[config.mk]
export PLATFORM = sky130hd
export DESIGN_NAME = cpu_control_unit
export DESIGN_NICKNAME = d
export VERILOG_FILES = /design/src/rtl/cpu_control_unit.sv
export SDC_FILE = /design/constraint.sdc
export NUM_CORES = 1
export LEC_CHECK = 0
export CAP_MARGIN = 15
export CORE_MARGIN = 3
export CORE_UTILIZATION = 53
export CTS_CLUSTER_SIZE = 12
export DETAILED_ROUTE_END_ITERATION = 6
export PLACE_DENSITY = 0.79
export SYNTH_ARGS = -nofsm -noshare
export SYNTH_HDL_FRONTEND = slang
export SYNTH_SLANG_ARGS = --single-unit
[constraint.sdc]
create_clock -name clk -period 2.4 [get_ports clk]
set_input_delay 0.48 -clock clk [delete_from_list [all_inputs] [get_ports clk]]
set_output_delay 0.48 -clock clk [all_outputs]
set_load 0.05 [all_outputs]
[src/rtl/cpu_control_unit.sv]
// cpu_control_unit: multi-cycle fetch/decode/execute/writeback sequencer for
// the 8-bit ALU. It owns the PC, a 4x8 register file, the Z/C/V flags, jumps,
// HALT and the sticky fetch-timeout fault.
// Optional build macro CPU_SINGLE_STEP_EN adds a 'step' input and a STEP_WAIT
// state that gates each new instruction fetch.
module cpu_control_unit #(
  parameter int unsigned PC_W          = 8,
  parameter int unsigned RESET_PC      = 0,
  parameter int unsigned FETCH_TIMEOUT = 16
) (
  input  logic            clk,
  input  logic            rst,
`ifdef CPU_SINGLE_STEP_EN
  input  logic            step,
`endif
  output logic            imem_req,
  output logic [PC_W-1:0] imem_addr,
  input  logic [15:0]     imem_rdata,
  input  logic            imem_valid,
  output logic [7:0]      alu_a,
  output logic [7:0]      alu_b,
  output logic [3:0]      alu_opcode,
  input  logic [7:0]      alu_result,
  input  logic            alu_carry,
  input  logic            alu_overflow,
  output logic [PC_W-1:0] pc,
  output logic            flag_z,
  output logic            flag_c,
  output logic            flag_v,
  output logic            halted,
  output logic            fault,
  input  logic [1:0]      dbg_sel,
  output logic [7:0]      dbg_data
);

  typedef enum logic [2:0] {
    S_FETCH,
    S_DECODE,
    S_EXECUTE,
    S_WRITEBACK,
    S_HALT,
    S_STEP_WAIT
  } state_t;

  localparam logic [3:0] OP_ADD  = 4'h0;
  localparam logic [3:0] OP_SUB  = 4'h1;
  localparam logic [3:0] OP_LDI  = 4'h8;
  localparam logic [3:0] OP_JMP  = 4'h9;
  localparam logic [3:0] OP_JZ   = 4'hA;
  localparam logic [3:0] OP_HALT = 4'hF;

  localparam logic [PC_W-1:0] RESET_PC_V   = RESET_PC[PC_W-1:0];
  localparam logic [7:0]      TIMEOUT_LAST = 8'(FETCH_TIMEOUT - 1);

  // Where an instruction goes once it has finished with the PC.
`ifdef CPU_SINGLE_STEP_EN
  localparam state_t RET_STATE = S_STEP_WAIT;
`else
  localparam state_t RET_STATE = S_FETCH;
`endif

  state_t          state;
  logic [15:0]     ir;
  logic [7:0]      regs [4];
  logic [7:0]      res_q;
  logic            carry_q;
  logic            ovf_q;
  logic [7:0]      tmo_cnt;

  logic [3:0]      op;
  logic [1:0]      rd;
  logic [1:0]      rs;
  logic [7:0]      imm;
  logic [PC_W-1:0] pc_inc;

  assign op     = ir[15:12];
  assign rd     = ir[11:10];
  assign rs     = ir[9:8];
  assign imm    = ir[7:0];
  assign pc_inc = pc + PC_W'(1);

  // Request is a pure function of state, but stays low while reset is held.
  assign imem_req  = (state == S_FETCH) && !rst;
  assign imem_addr = pc;
  assign dbg_data  = regs[dbg_sel];

  // Sequencer: state, PC, register file, ALU operands, flags and fault.
  always_ff @(posedge clk) begin
    if (rst) begin
      state      <= S_FETCH;
      pc         <= RESET_PC_V;
      ir         <= '0;
      alu_a      <= '0;
      alu_b      <= '0;
      alu_opcode <= '0;
      res_q      <= '0;
      carry_q    <= 1'b0;
      ovf_q      <= 1'b0;
      tmo_cnt    <= '0;
      flag_z     <= 1'b0;
      flag_c     <= 1'b0;
      flag_v     <= 1'b0;
      halted     <= 1'b0;
      fault      <= 1'b0;
      // NOTE: the register file is only four flops and architecturally
      // defined as zero after reset, so it is cleared here rather than
      // being mapped to an unreset RAM.
      for (int i = 0; i < 4; i++) regs[i] <= '0;
    end else begin
      // NOTE: every state update uses <= so all reads in this block see the
      // values from before the edge, regardless of statement order.
      unique case (state)
        S_FETCH: begin
          if (imem_valid) begin
            ir      <= imem_rdata;
            tmo_cnt <= '0;
            state   <= S_DECODE;
          end else if (tmo_cnt == TIMEOUT_LAST) begin
            fault  <= 1'b1;
            halted <= 1'b1;
            state  <= S_HALT;
          end else begin
            tmo_cnt <= tmo_cnt + 8'd1;
          end
        end

        S_DECODE: begin
          if (op <= OP_LDI) begin
            alu_a      <= regs[rd];
            alu_b      <= (op == OP_LDI) ? imm : regs[rs];
            alu_opcode <= op;
            state      <= S_EXECUTE;
          end else if (op == OP_JMP) begin
            pc    <= PC_W'(imm);
            state <= RET_STATE;
          end else if (op == OP_JZ) begin
            pc    <= flag_z ? PC_W'(imm) : pc_inc;
            state <= RET_STATE;
          end else if (op == OP_HALT) begin
            halted <= 1'b1;
            state  <= S_HALT;
          end else begin
            pc    <= pc_inc;
            state <= RET_STATE;
          end
        end

        S_EXECUTE: begin
          res_q   <= alu_result;
          carry_q <= alu_carry;
          ovf_q   <= alu_overflow;
          state   <= S_WRITEBACK;
        end

        S_WRITEBACK: begin
          regs[rd] <= res_q;
          flag_z   <= (res_q == 8'h00);
          if (op == OP_ADD || op == OP_SUB) begin
            flag_c <= carry_q;
            flag_v <= ovf_q;
          end else begin
            flag_c <= 1'b0;
            flag_v <= 1'b0;
          end
          pc    <= pc_inc;
          state <= RET_STATE;
        end

        S_STEP_WAIT: begin
`ifdef CPU_SINGLE_STEP_EN
          if (step) state <= S_FETCH;
`else
          state <= S_FETCH;
`endif
        end

        S_HALT: begin
          state <= S_HALT;
        end

        default: state <= S_FETCH;
      endcase
    end
  end

endmodule

-- Word level (Yosys, flattened, before mapping)
Memory sizes are Yosys's and may differ from the RTL's. A register that Yosys moved wholly into a read port is not among the register bits.
Cells that the tools add are included.
- mux-type cells: 35
- order comparisons: 1
- eq/ne operators: 19
- reductions and logical operators: 15
- bitwise logic cells: 1
- add/subtract/negate cells: 2
- operators with widths (cell ; count):
    2-to-1 mux 8 bit ; 9
    2-to-1 mux 3 bit ; 6
    adder 8 x 1 -> 8 bit (second input constant) ; 2
    == test 4 bit (second input constant) ; 4
    one-hot mux 8 bit (2 select lines) ; 1
    2-to-1 mux 1 bit ; 14
    != test 2 bit (second input constant) ; 6
    one-hot mux 3 bit (4 select lines) ; 1
    == test 8 x 4 -> 1 bit (second input constant) ; 1
    logical NOT 8 bit ; 1
    OR reduction 8 bit ; 1
    AND reduction 7 bit ; 1
    == test 3 x 2 -> 1 bit (second input constant) ; 2
    2-to-1 mux 2 bit ; 3
    AND reduction 2 bit ; 3
    AND reduction 3 bit ; 2
    == test 4 x 1 -> 1 bit (second input constant) ; 1
    less-or-equal comparator 4 bit (second input constant) ; 1
    logical NOT 4 bit ; 1
    != test 4 bit (second input constant) ; 1
    nonzero test 2 bit ; 2
    == test 3 x 1 -> 1 bit (second input constant) ; 1
    == test 3 bit (second input constant) ; 1
    logical NOT 3 bit ; 1
    other kinds (7) ; 7
- flip-flop bits (word level): 62
- word-level logic and storage cells: 88
- bits of input ports: 31
- bits in writable memories: 32
- output and inout port bits: 50
- memories kept: 1
- memories (memory ; words ; width ; rd ports ; clocked after memory_dff ; write ports ; RTL line ; text):
    regs ; 4 ; 8 ; 3 ; 2 ; 4 ; 64 ; logic [7:0] regs [4];

-- Depth between registers and ports, before layout
- depth after elaboration: 6
- mapped depth: 7
- mapped depth without buffers: 5

-- Worst setup path before layout
OpenSTA, ideal clock, no wires.
- kind: in2out
- from: input port dbg_sel[0]
- to: output port dbg_data[0]
- path buffers: 1
- data arrival time: 1624 ps
- setup slack: 296 ps
- data required time: 1920 ps
- stages on the path: 2
- path through: clkbuf_1 mux4_2
- cells in the longest elaborated chain, start to end: 1
- RTL lines (item ; RTL line ; text):
    from (decl) ; 32 ; input logic [1:0] dbg_sel,
    memory (4 x 8 bit) ; -- ;
    to (decl) ; 33 ; output logic [7:0] dbg_data
No other way between the ends.

-- Final worst setup path
- from: input port dbg_sel[0]
- to: output port dbg_data[2]
The elaborated chain is that of the path after synthesis.

==> out/metrics.cfg <==
[clock_network]
post_cts_resized = 0
numClockSinks = 104
clk_pin_slew_worst_paths_ps = 100
worstSkewPairLatency_ps = 380
cts_tree = yes
cts_setup_buffers = 0
cts_root_buffer = clkbuf_8
h-tree-depth = 3
clock_path_buffers = 2
numCtsBuffers = 9
hold_buffers = 0

[floorplan]
start_util_pct = 55.7
rows = 34
fp.dieH_um = 103
dieArea_um2 = 10500
core_um2 = 8890
ios = 81
fp.dieW_um = 103

[synth]
synthArstFlopShare_pct = 0
ys_ff_latch = 104
yosys.area_share.adder_pct = 0.506
synth_compound_area_share_pct = 10.9
synth_mux_area_share_pct = 12.5
seq_area_frac_synth_pct = 48.5
synth.distinct_cells = 54
synthSimpleGateAreaFrac_pct = 21.6
netlist_area_um2 = 4950
synth_edf_count = 32
ys_warn_count = 0
synth_xor_area_share_pct = 0.531
syn_nets = 524
synth_top_family_by_area = simple AND/OR/NAND/NOR gates
synth_flop_cell = dfxtp_1
syn_area_per_cell_um2 = 10.1
syn_inst = 491

[routing]
wl_um = 11300
first_iter_violations = 227
route.met2.wl_um = 5450
drt_pass1_iterations = 5
dr_wl_met3_um = 760
post_drt_wl_per_cell_um = 16.9
antenna_left = 0
wl_met1_um = 4790
top_layer = met4
vias_per_cell = 5.82
vias = 3895
drc = 0

[worst_setup_path]
arrival_ps = 1870
crit_type = primary input to output pin
timing.rr.start = state[1]
timing.rr.end = regs[2][4]
critPathRequiredTime_ps = 1920
critPathMaxFanout = 6
r2r_slack_ps = 350
crit_path_end = dbg_data[2]
endpoint_kind = output pin
startpoint_type = primary input
crit_start = dbg_sel[0]
worstRegToRegCells = 3

[global_route]
antenna_found_initial = 0
groute.usage.overall_pct = 22.4
grt_overflow = 0
grt_pass1_vias = 3725
grt_max_degree = 40
grt_first_pass_wirelength_um = 18200

[timing]
period_share_pct = 98.1
maxSlewViolCount = 0
max_slew.worst_pin.slew_ps = 685
finalClockSkew_ps = 16.0
tns_ps = 0
setup_viol = 0
slew_headroom_pct = 54.2
hold_violations = 0
fin_hold_ws_ps = 462
fin_crit_ps = 2350
fmax_ghz = 0.425
rsz0062_at_grt = false

[pwr]
p_int_w = 0.00274
vdd_drop_max_mv = 0.339
p_per_area_nw_per_um2 = 668
p_sw_share_pct = 31.1
pwr-share-comb_pct = 20.7
seq_power_share_pct = 51.3
power_frac_clock_pct = 27.9
p_leak_nw = 2.10
p_sw_w = 0.00124

[job]
cap_viol_max_count = 0

[finish]
layout.nets = 589
fin_cells = 669
seq_area_um2 = 2400
area_growth_pct = 20.5
num-fill-cells = 687
antenna_cells = 0
final_util_pct = 67.0
multiInputGateArea_um2 = 2280
layout-drive-gt1-share_pct = 13.9

[status]
status = complete, no violations

[placed_design]
port_buffers = 80
dp_hpwl_um = 8520
placedCellCount = 653
gp_congestion = 0.913

[min_path]
worstHoldPathType = flip-flop to flip-flop

==> state kept, by name (all words and copies together), names as in the netlist, named ones only <==
signal      flops
flag_v          1
imem_addr       8
state           3
alu_b           8
flag_c          1
carry_q         1
tmo_cnt         8
ir             16
alu_opcode      4
halted          1
ovf_q           1
alu_a           8
fault           1
flag_z          1
regs           32
res_q           8
==> critical path, stage by stage <==
cell and delay, ps:
clkdlybuf4s50_1 490, buf_4 180, mux4_2 520, buf_4 210
==> placed cells by master, fill, tap and decap left out, drive strengths merged, types with 3 or more instances in the layout <==
cell	instances
a21oi	51
a22oi	3
a311oi	8
and2	33
buf	26
clkbuf	9
clkdlybuf4s50	70
clkinv	3
dfxtp	72
edfxtp	32
inv	12
mux2i	8
mux4	24
nand2	101
nand2b	3
nand3	8
nand3b	4
nand4	3
nor2	28
nor4	8
nor4b	4
o21ai	4
o32ai	5
or2	5
or3	3
or4	4
==> through the flow <==
stage / total power (W) / cell area, um^2 / setup WS, ps
after CTS: 0.00400 / 5960 / 38.0
after floorplan: 0.00264 / 4950 / 296
after global routing: 0.00414 / 5960 / 15.5
after detailed placement: 0.00291 / 5760 / 44.7
final: 0.00398 / 5960 / 46.1
after global placement: 0.00288 / 5760 / 90.1
==> area by class of cell <==
| type | count | area share (%) |
|---|---|---|
| clock buffer | 9 | 2.08 |
| sequential | 104 | 40.3 |
| tap | 108 | 2.27 |
| timing repair buffer | 96 | 15.2 |
| clock inverter | 7 | 1.32 |
| multi-input combinational | 335 | 38.2 |
| inverter | 10 | 0.630 |
==> synthesized netlist by cell type, drive strengths merged, types with 2 or more instances <==
master | n | area share, %
a21oi | 51 | 5.4
a22oi | 3 | 0.46
a311oi | 8 | 1.7
a31oi | 2 | 0.25
and2 | 33 | 4.2
buf | 23 | 3.2
clkbuf | 19 | 1.5
dfxtp | 72 | 29
edfxtp | 32 | 19
ha | 2 | 0.51
inv | 10 | 0.76
mux2i | 8 | 1.6
mux4 | 24 | 11
nand2 | 101 | 7.7
nand2b | 3 | 0.38
nand3 | 8 | 0.81
nand3b | 4 | 0.61
nand4 | 3 | 0.38
nor2 | 28 | 2.1
nor3 | 2 | 0.43
nor4 | 8 | 1.0
nor4b | 4 | 0.96
o211ai | 2 | 0.30
o21ai | 4 | 0.40
o31ai | 2 | 0.30
o32ai | 5 | 0.88
or2 | 5 | 0.63
or3 | 3 | 0.38
or4 | 4 | 0.61
xor2 | 2 | 0.35
==> kinds of logic after synthesis <==
logic type	after synthesis
multiplexers	32
flip-flops	104
XOR/XNOR	3
AO/OA/AOI/OAI	84
buffers and inverters	52
AND/OR/NAND/NOR	214
adder cells (fa/ha/maj)	2
==> metal layers <==
layer,up-vias,GRT usage [%]
li1,1877,-
met1,1847,30.2
met2,151,35.6
met3,20,3.86
met4,0,9.89
met5,-,0
==> worst min-delay path by stage <==
stage                  start       endpoint  slack, ps  cells after the start
2_1_floorplan          ir[8]      flip-flop        440                      2
3_3_place_gp           ir[8]          ir[8]        440                      2
3_5_place_dp        alu_a[6]       alu_a[6]        450                      2
4_1_cts             alu_a[6]       alu_a[6]        470                      2
5_1_grt        alu_opcode[2]  alu_opcode[2]        490                      2
6_report       alu_opcode[2]  alu_opcode[2]        460                      2
==> power by group through the flow <==
stage | registers [W] | logic [W] | clock network [W]
6_report | 0.00204 | 0.000826 | 0.00111
5_1_grt | 0.00206 | 0.000891 | 0.00119
4_1_cts | 0.00204 | 0.000830 | 0.00113
3_5_place_dp | 0.00208 | 0.000828 | 0
3_3_place_gp | 0.00207 | 0.000809 | 0
2_1_floorplan | 0.00213 | 0.000512 | 0
(Power assumes the default switching activity.)
==> RTL change 1, RTL diff (same flow settings) <==
Add a define of `CPU_SINGLE_STEP_EN`.
--- a/src/rtl/cpu_control_unit.sv
+++ b/src/rtl/cpu_control_unit.sv
@@ -4,4 +4,6 @@
 // Optional build macro CPU_SINGLE_STEP_EN adds a 'step' input and a STEP_WAIT
 // state that gates each new instruction fetch.
+`define CPU_SINGLE_STEP_EN
+
 module cpu_control_unit #(
   parameter int unsigned PC_W          = 8,
Ports: changed (added step); port bits go from 81 to 82. The function was not compared with the original's and may differ.
==> RTL change 1 against the unedited design <==
- clock skew barely moved
- sequential cell count did not move
- sequential share of layout area fell by 0.71 points
- wire length rose by 0.67%
- total power fell by 1.8%
- utilization rose by 0.55 points
- worst hold slack improved by 0.0093 ns
- via count fell by 2.3%
- first-iteration DRC count fell by 21%
- cell area rose by 1.8%
- synthesized area rose by 1.6%
- worst setup slack improved by 0.066 ns
- synthesized cell count fell by 2.6%
- critical endpoint is now dbg_data[7]
- largest power group unchanged
- highest routed layer unchanged
==> RTL change 1: results (changes against the unedited design) <==
stage;metric;value;unit;change
outcome;status;completed;;unchanged
min_path;Min-Delay Path Depth;2;;unchanged
final_layout;layout cells sized above 1;0.1496;;was 0.1390
setup_path;reg-to-reg endpoint;regs[2][7];;was regs[2][4]
drt;final wirelength;11.37;mm;was 11.29 mm
power_and_ir_drop;leakage power;2.143;nW;was 2.096 nW
final_layout;Layout Cells excl Fill;674;;was 669
placed_design;placed instance area;5858;µm²;was 5758 µm²
sta;Final setup viols;0;;unchanged
setup_path;CP Capture Point;dbg_data[7];;was dbg_data[2]
synthesis;sequential area share after synthesis;0.4778;;was 0.4855
sta;Fin Clk Skew;0.01636;ns;was 0.01595 ns
sta;Slew headroom;0.5866;;was 0.5420
global_routing;initial antenna violation count;0;;unchanged
clock_network;CTS max path bufs;2;;unchanged
clock_network;clk_lat worst skew;0.36;ns;was 0.38 ns
final_layout;Final #Nets;577;;was 589
sta;crit share post-route;0.9533;;was 0.9808
clock_network;CTS Buf Count;9;;unchanged
synthesis;Yosys cell types;55;;was 54
setup_path;RR Startpoint;state[1];;unchanged
setup_path;crit-path max cell delay;0.72;ns;was 0.52 ns
synthesis;Top FF cell, synth;dfxtp_1;;unchanged
synthesis;commonest cells in the netlist;dfxtp_1 (72), nand2_1 (63), a21oi_1 (43);;was nand2_1 (101), dfxtp_1 (72), a21oi_1 (50)
final_layout;FILL cells;698;;was 687
setup_path;Worst EP arrival;1.81;ns;was 1.87 ns
clock_network;CTS Root Cell;clkbuf_8;;unchanged
placed_design;pre-CTS setup slack;0.04861;ns;was 0.04467 ns
global_routing;first-pass GRT wire length;17.83;mm;was 18.24 mm
synthesis;YS warnings;0;;unchanged
power_and_ir_drop;maximum VDD drop;0.3392;mV;was 0.3387 mV
final_layout;ANT cells;0;;unchanged
synthesis;synth top area cells;dfxtp_1 (29%), edfxtp_1 (19%), mux4_2 (11%), mux2i_1 (4.8%), nand2_1 (4.7%);;was dfxtp_1 (29%), edfxtp_1 (19%), mux4_2 (11%), nand2_1 (7.7%), a21oi_1 (5.1%)
clock_network;Post-CTS Setup Bufs;0;;unchanged
min_path;worst min path class;flop to flop;;unchanged
clock_network;H-tree depth;3;;unchanged
placed_design;DP HPWL;8.361;mm;was 8.519 mm
drt;Iteration-0 DRC Markers;179;;was 227
setup_path;Worst Setup SP;dbg_sel[1];;was dbg_sel[0]
placed_design;IO buf count;81;;was 80
clock_network;Clock transition at path regs;0.10;ns;about the same
placed_design;gpl congestion;0.9016;;was 0.9125
placed_design;placed cell count;658;;was 653
synthesis;Mapped Cells;478;;was 491
drt;DR vias/cell;5.645;;was 5.822
global_routing;vias in the first global route;3607;;was 3725
setup_path;Slowest cell on crit path;clkdlybuf4s50_1;;was mux4_2
synthesis;syn_nets;512;;was 524
global_routing;GRT Resource Usage Total;0.2171;;was 0.2235
final_layout;Top Registers;regs x32, ir x16;;unchanged
setup_path;Crit Path Max Fanout;8;;was 6
==> RTL change 1: cell types whose count changed after synthesis, moves of 3 or more <==
cell and delta:
a21oi_1 -7, clkbuf_1 -5, a211oi_1 +7, nor3_1 +4, nor2_1 +10, nand2_1 -38
nor4_1 -3, a311oi_1 -6, nand3b_1 -3, mux2i_1 +16
==> RTL change 1: worst min path at each step <==
stage / slack, ns / start / endpoint
6_report: 0.47 / ir[9] / ir[9]
5_1_grt: 0.49 / ir[9] / flop
3_3_place_gp: 0.44 / ir[9] / ir[9]
3_5_place_dp: 0.45 / ir[9] / flop
4_1_cts: 0.47 / ir[9] / ir[9]
2_1_floorplan: 0.44 / ir[8] / flop
==> RTL change 1: layer usage <==
metal	share of wire	track usage
met4	0.018	0.08068
met2	0.49	0.3627
met5	0	0
met1	0.44	0.2862
met3	0.058	0.03421
==> RTL change 1: stage by stage <==
stage | TNS (ns) | hold WS (ns) | power, W
finish | 0 | 0.4717 | 0.003910
global route | 0 | 0.4904 | 0.004057
CTS | -0.006269 | 0.4679 | 0.003922
detailed placement | 0 | 0.4527 | 0.002856
global placement | 0 | 0.4430 | 0.002836
floorplan | 0 | 0.4359 | 0.002602
==> RTL change 1: layout make-up <==
class / instances / area, µm² / area share
inverters: 11 / 41.29 / 0.006806
flip-flops and latches: 104 / 2402 / 0.3960
multi-input cells: 321 / 2349 / 0.3871
clock inverters: 5 / 46.29 / 0.007630
clock buffers: 11 / 152.6 / 0.02516
repair buffers: 96 / 918.4 / 0.1514
well taps: 126 / 157.7 / 0.02598
==> RTL change 1: timing repair <==
action                                  in CTS  in global routing
cloned                                       0                  0
hold endpoints to repair                     0                  0
endpoints found under the setup margin       1                  6
resized for setup                            0                  3
==> RTL change 1: critical path, delay by kind of cell <==
kind / cells / cell delay (ns)
buffers and inverters: 2 / 0.93
multiplexers: 1 / 0.39
==> RTL change 1: power by group <==
| group | internal (W) | switching, W |
|---|---|---|
| Combinational | 0.000333 | 0.000457 |
| Clock | 0.000459 | 0.000630 |
| Sequential | 0.00191 | 0.000122 |
==> RTL change 1: cells by family after synthesis <==
logic type	Yosys count	share of synthesized area
DFF	104	0.4778
muxes	49	0.1575
and+or+nand+nor	191	0.2018
xor gates and xnor gates	3	0.005227
adders and majority gates	2	0.004977
buffers and inverters	53	0.05600
AOI/OAI and AO/OA	76	0.09657
==> RTL change 2, RTL diff (same settings) <==
Without the edit above. Re-encode `state_t` (6 states) as one-hot, 6 bits wide.
--- a/src/rtl/cpu_control_unit.sv
+++ b/src/rtl/cpu_control_unit.sv
@@ -34,11 +34,11 @@
 );
 
-  typedef enum logic [2:0] {
-    S_FETCH,
-    S_DECODE,
-    S_EXECUTE,
-    S_WRITEBACK,
-    S_HALT,
-    S_STEP_WAIT
+  typedef enum logic [5:0] {
+    S_FETCH     = 6'b000001,
+    S_DECODE    = 6'b000010,
+    S_EXECUTE   = 6'b000100,
+    S_WRITEBACK = 6'b001000,
+    S_HALT      = 6'b010000,
+    S_STEP_WAIT = 6'b100000
   } state_t;
 
Check against the original RTL: no difference found for any inputs over 4 cycles, from zero or initial values and one cycle with rst high; so few cycles prove little.
==> RTL change 2 against the unedited design <==
- synthesized area down 0.23%
- cell area rose by 0.78%
- die area decreased by 0.21%
- wire length decreased by 4.3%
- count of clock-buffer cells in the layout unchanged
- non-clock buffer count is 1 lower
- worst setup slack worse by 0.0095 ns
- utilization rose by 0.52 points
- sequential cell count up 2
- total power is 7.2% lower
- synthesized cell count is 6.5% lower
- largest power group unchanged
==> RTL change 2: results (changes against the unedited design) <==
stage;metric;value;unit;change
outcome;status;completed;;unchanged
sta;Fin Clk Skew;0.007515;ns;was 0.01595 ns
power_and_ir_drop;Clock group;0.000995;W;was 0.00111 W
synthesis;syn_area_per_cell;10.76;µm²;was 10.08 µm²
global_routing;largest net degree at the start of global routing;55;;was 40
global_routing;vias in the first global route;3451;;was 3725
synthesis;synth top area cells;dfxtp_1 (30%), edfxtp_1 (19%), mux4_2 (11%), mux2i_1 (8.5%), nor2_1 (4.3%);;was dfxtp_1 (29%), edfxtp_1 (19%), mux4_2 (11%), nand2_1 (7.7%), a21oi_1 (5.1%)
placed_design;gpl congestion;1.007;;was 0.9125
setup_path;CP Capture Point;dbg_data[6];;was dbg_data[2]
setup_path;Worst EP arrival;1.88;ns;
final_layout;Top Registers;regs x32, ir x16;;unchanged
clock_network;Clock transition at path regs;0.10;ns;about the same
sta;Worst-Margin Slew;0.6370;ns;was 0.6853 ns
placed_design;placed cell count;623;;was 653
power_and_ir_drop;leakage power;2.160;nW;was 2.096 nW
power_and_ir_drop;NetSw;0.001070;W;was 0.001239 W
clock_network;clk_lat worst skew;0.36;ns;was 0.38 ns
final_layout;FILL cells;658;;was 687
clock_network;CTS Buf Count;9;;unchanged
global_routing;first-pass GRT wire length;17.28;mm;was 18.24 mm
final_layout;layout cells sized above 1;0.1563;;was 0.1390
final_layout;Layout Cells excl Fill;639;;was 669
setup_path;reg-to-reg endpoint;tmo_cnt[5];;was regs[2][4]
drt;DR vias/cell;5.793;;was 5.822
placed_design;pre-CTS setup slack;0.03908;ns;was 0.04467 ns
synthesis;sequential area share after synthesis;0.4947;;was 0.4855
clock_network;post_cts resized;4;;was 0
setup_path;RR Startpoint;state[2];;was state[1]
setup_path;worst-case reg-to-reg path depth;5;;was 3
sta;crit path time final;2.363;ns;was 2.354 ns
drt;DRT antenna net count;0;;unchanged
synthesis;EDFF count, synth;32;;unchanged
power_and_ir_drop;maximum VDD drop;0.3456;mV;was 0.3387 mV
drt;Iteration-0 DRC Markers;233;;was 227
synthesis;commonest cells in the netlist;dfxtp_1 (74), nor2_1 (57), mux2i_1 (42);;was nand2_1 (101), dfxtp_1 (72), a21oi_1 (50)
final_layout;ANT cells;0;;unchanged
global_routing;GRT Resource Usage Total;0.2128;;was 0.2235
drt;DR WL/cell;16.92;µm;was 16.88 µm
placed_design;DP HPWL;8.146;mm;was 8.519 mm
power_and_ir_drop;Pwr Density;615.5;nW/µm²;was 668.3 nW/µm²
synthesis;Yosys cell types;43;;was 54
setup_path;flop2flop setup slack;0.29;ns;was 0.35 ns
sta;worst hold margin;0.4625;ns;was 0.4624 ns
setup_path;Crit Path Max Fanout;8;;was 6
synthesis;syn_nets;492;;was 524
global_routing;initial antenna violation count;0;;unchanged
final_layout;Final #Nets;559;;was 589
placed_design;placed instance area;5821;µm²;was 5758 µm²
power_and_ir_drop;power in combinational cells;0.000683;W;was 0.000826 W
==> RTL change 2: cell types whose count changed in the layout (fill, tap and decap cells not counted), moves of 4 or more <==
cell      before  now
nand2_1      101   36
or4_1          4    0
nor2_1        28   56
mux2i_1        8   42
a211oi_1       1    8
a21oi_1       50   24
buf_4         24   20
a311oi_1       6    2
==> RTL change 2: cells by family after synthesis <==
group	Yosys count	share of synthesized area
AOI/OAI and AO/OA	56	0.07248
xor gates and xnor gates	6	0.01064
adders and majority gates	2	0.005068
buffers and inverters	47	0.04587
DFF	106	0.4947
muxes	66	0.1946
and+or+nand+nor	176	0.1766
==> RTL change 2: final cells by class <==
class	count	area, µm²	area share
flip-flops and latches	106	2446	0.4072
multi-input cells	306	2285	0.3803
repair buffers	95	935.9	0.1558
well taps	108	135.1	0.02250
clock buffers	9	123.9	0.02062
clock inverters	7	51.30	0.008540
inverters	8	30.03	0.004999
==> RTL change 2: routing by layer <==
metal  vias to the layer above  part of all wire  GRT usage
met5                         -                 0          0
met3                        20             0.060    0.03248
li1                       1774                 -          -
met2                       149              0.48     0.3411
met4                         0             0.023    0.08880
met1                      1759              0.43     0.2904
==> RTL change 2: worst max-delay path, cell delays in order <==
cell,delay [ns]
clkdlybuf4s50_1,0.51
buf_12,0.15
mux4_2,0.52
buf_4,0.21
==> RTL change 2: worst min path at each step <==
stage | start | cells past startpoint | end
finish | alu_opcode[1] | 2 | alu_opcode[1]
global route | alu_opcode[0] | 2 | alu_opcode[0]
CTS | alu_opcode[1] | 2 | alu_opcode[1]
detailed placement | alu_opcode[1] | 2 | alu_opcode[1]
global placement | alu_opcode[0] | 2 | alu_opcode[0]
floorplan | carry_q | 2 | flag_c
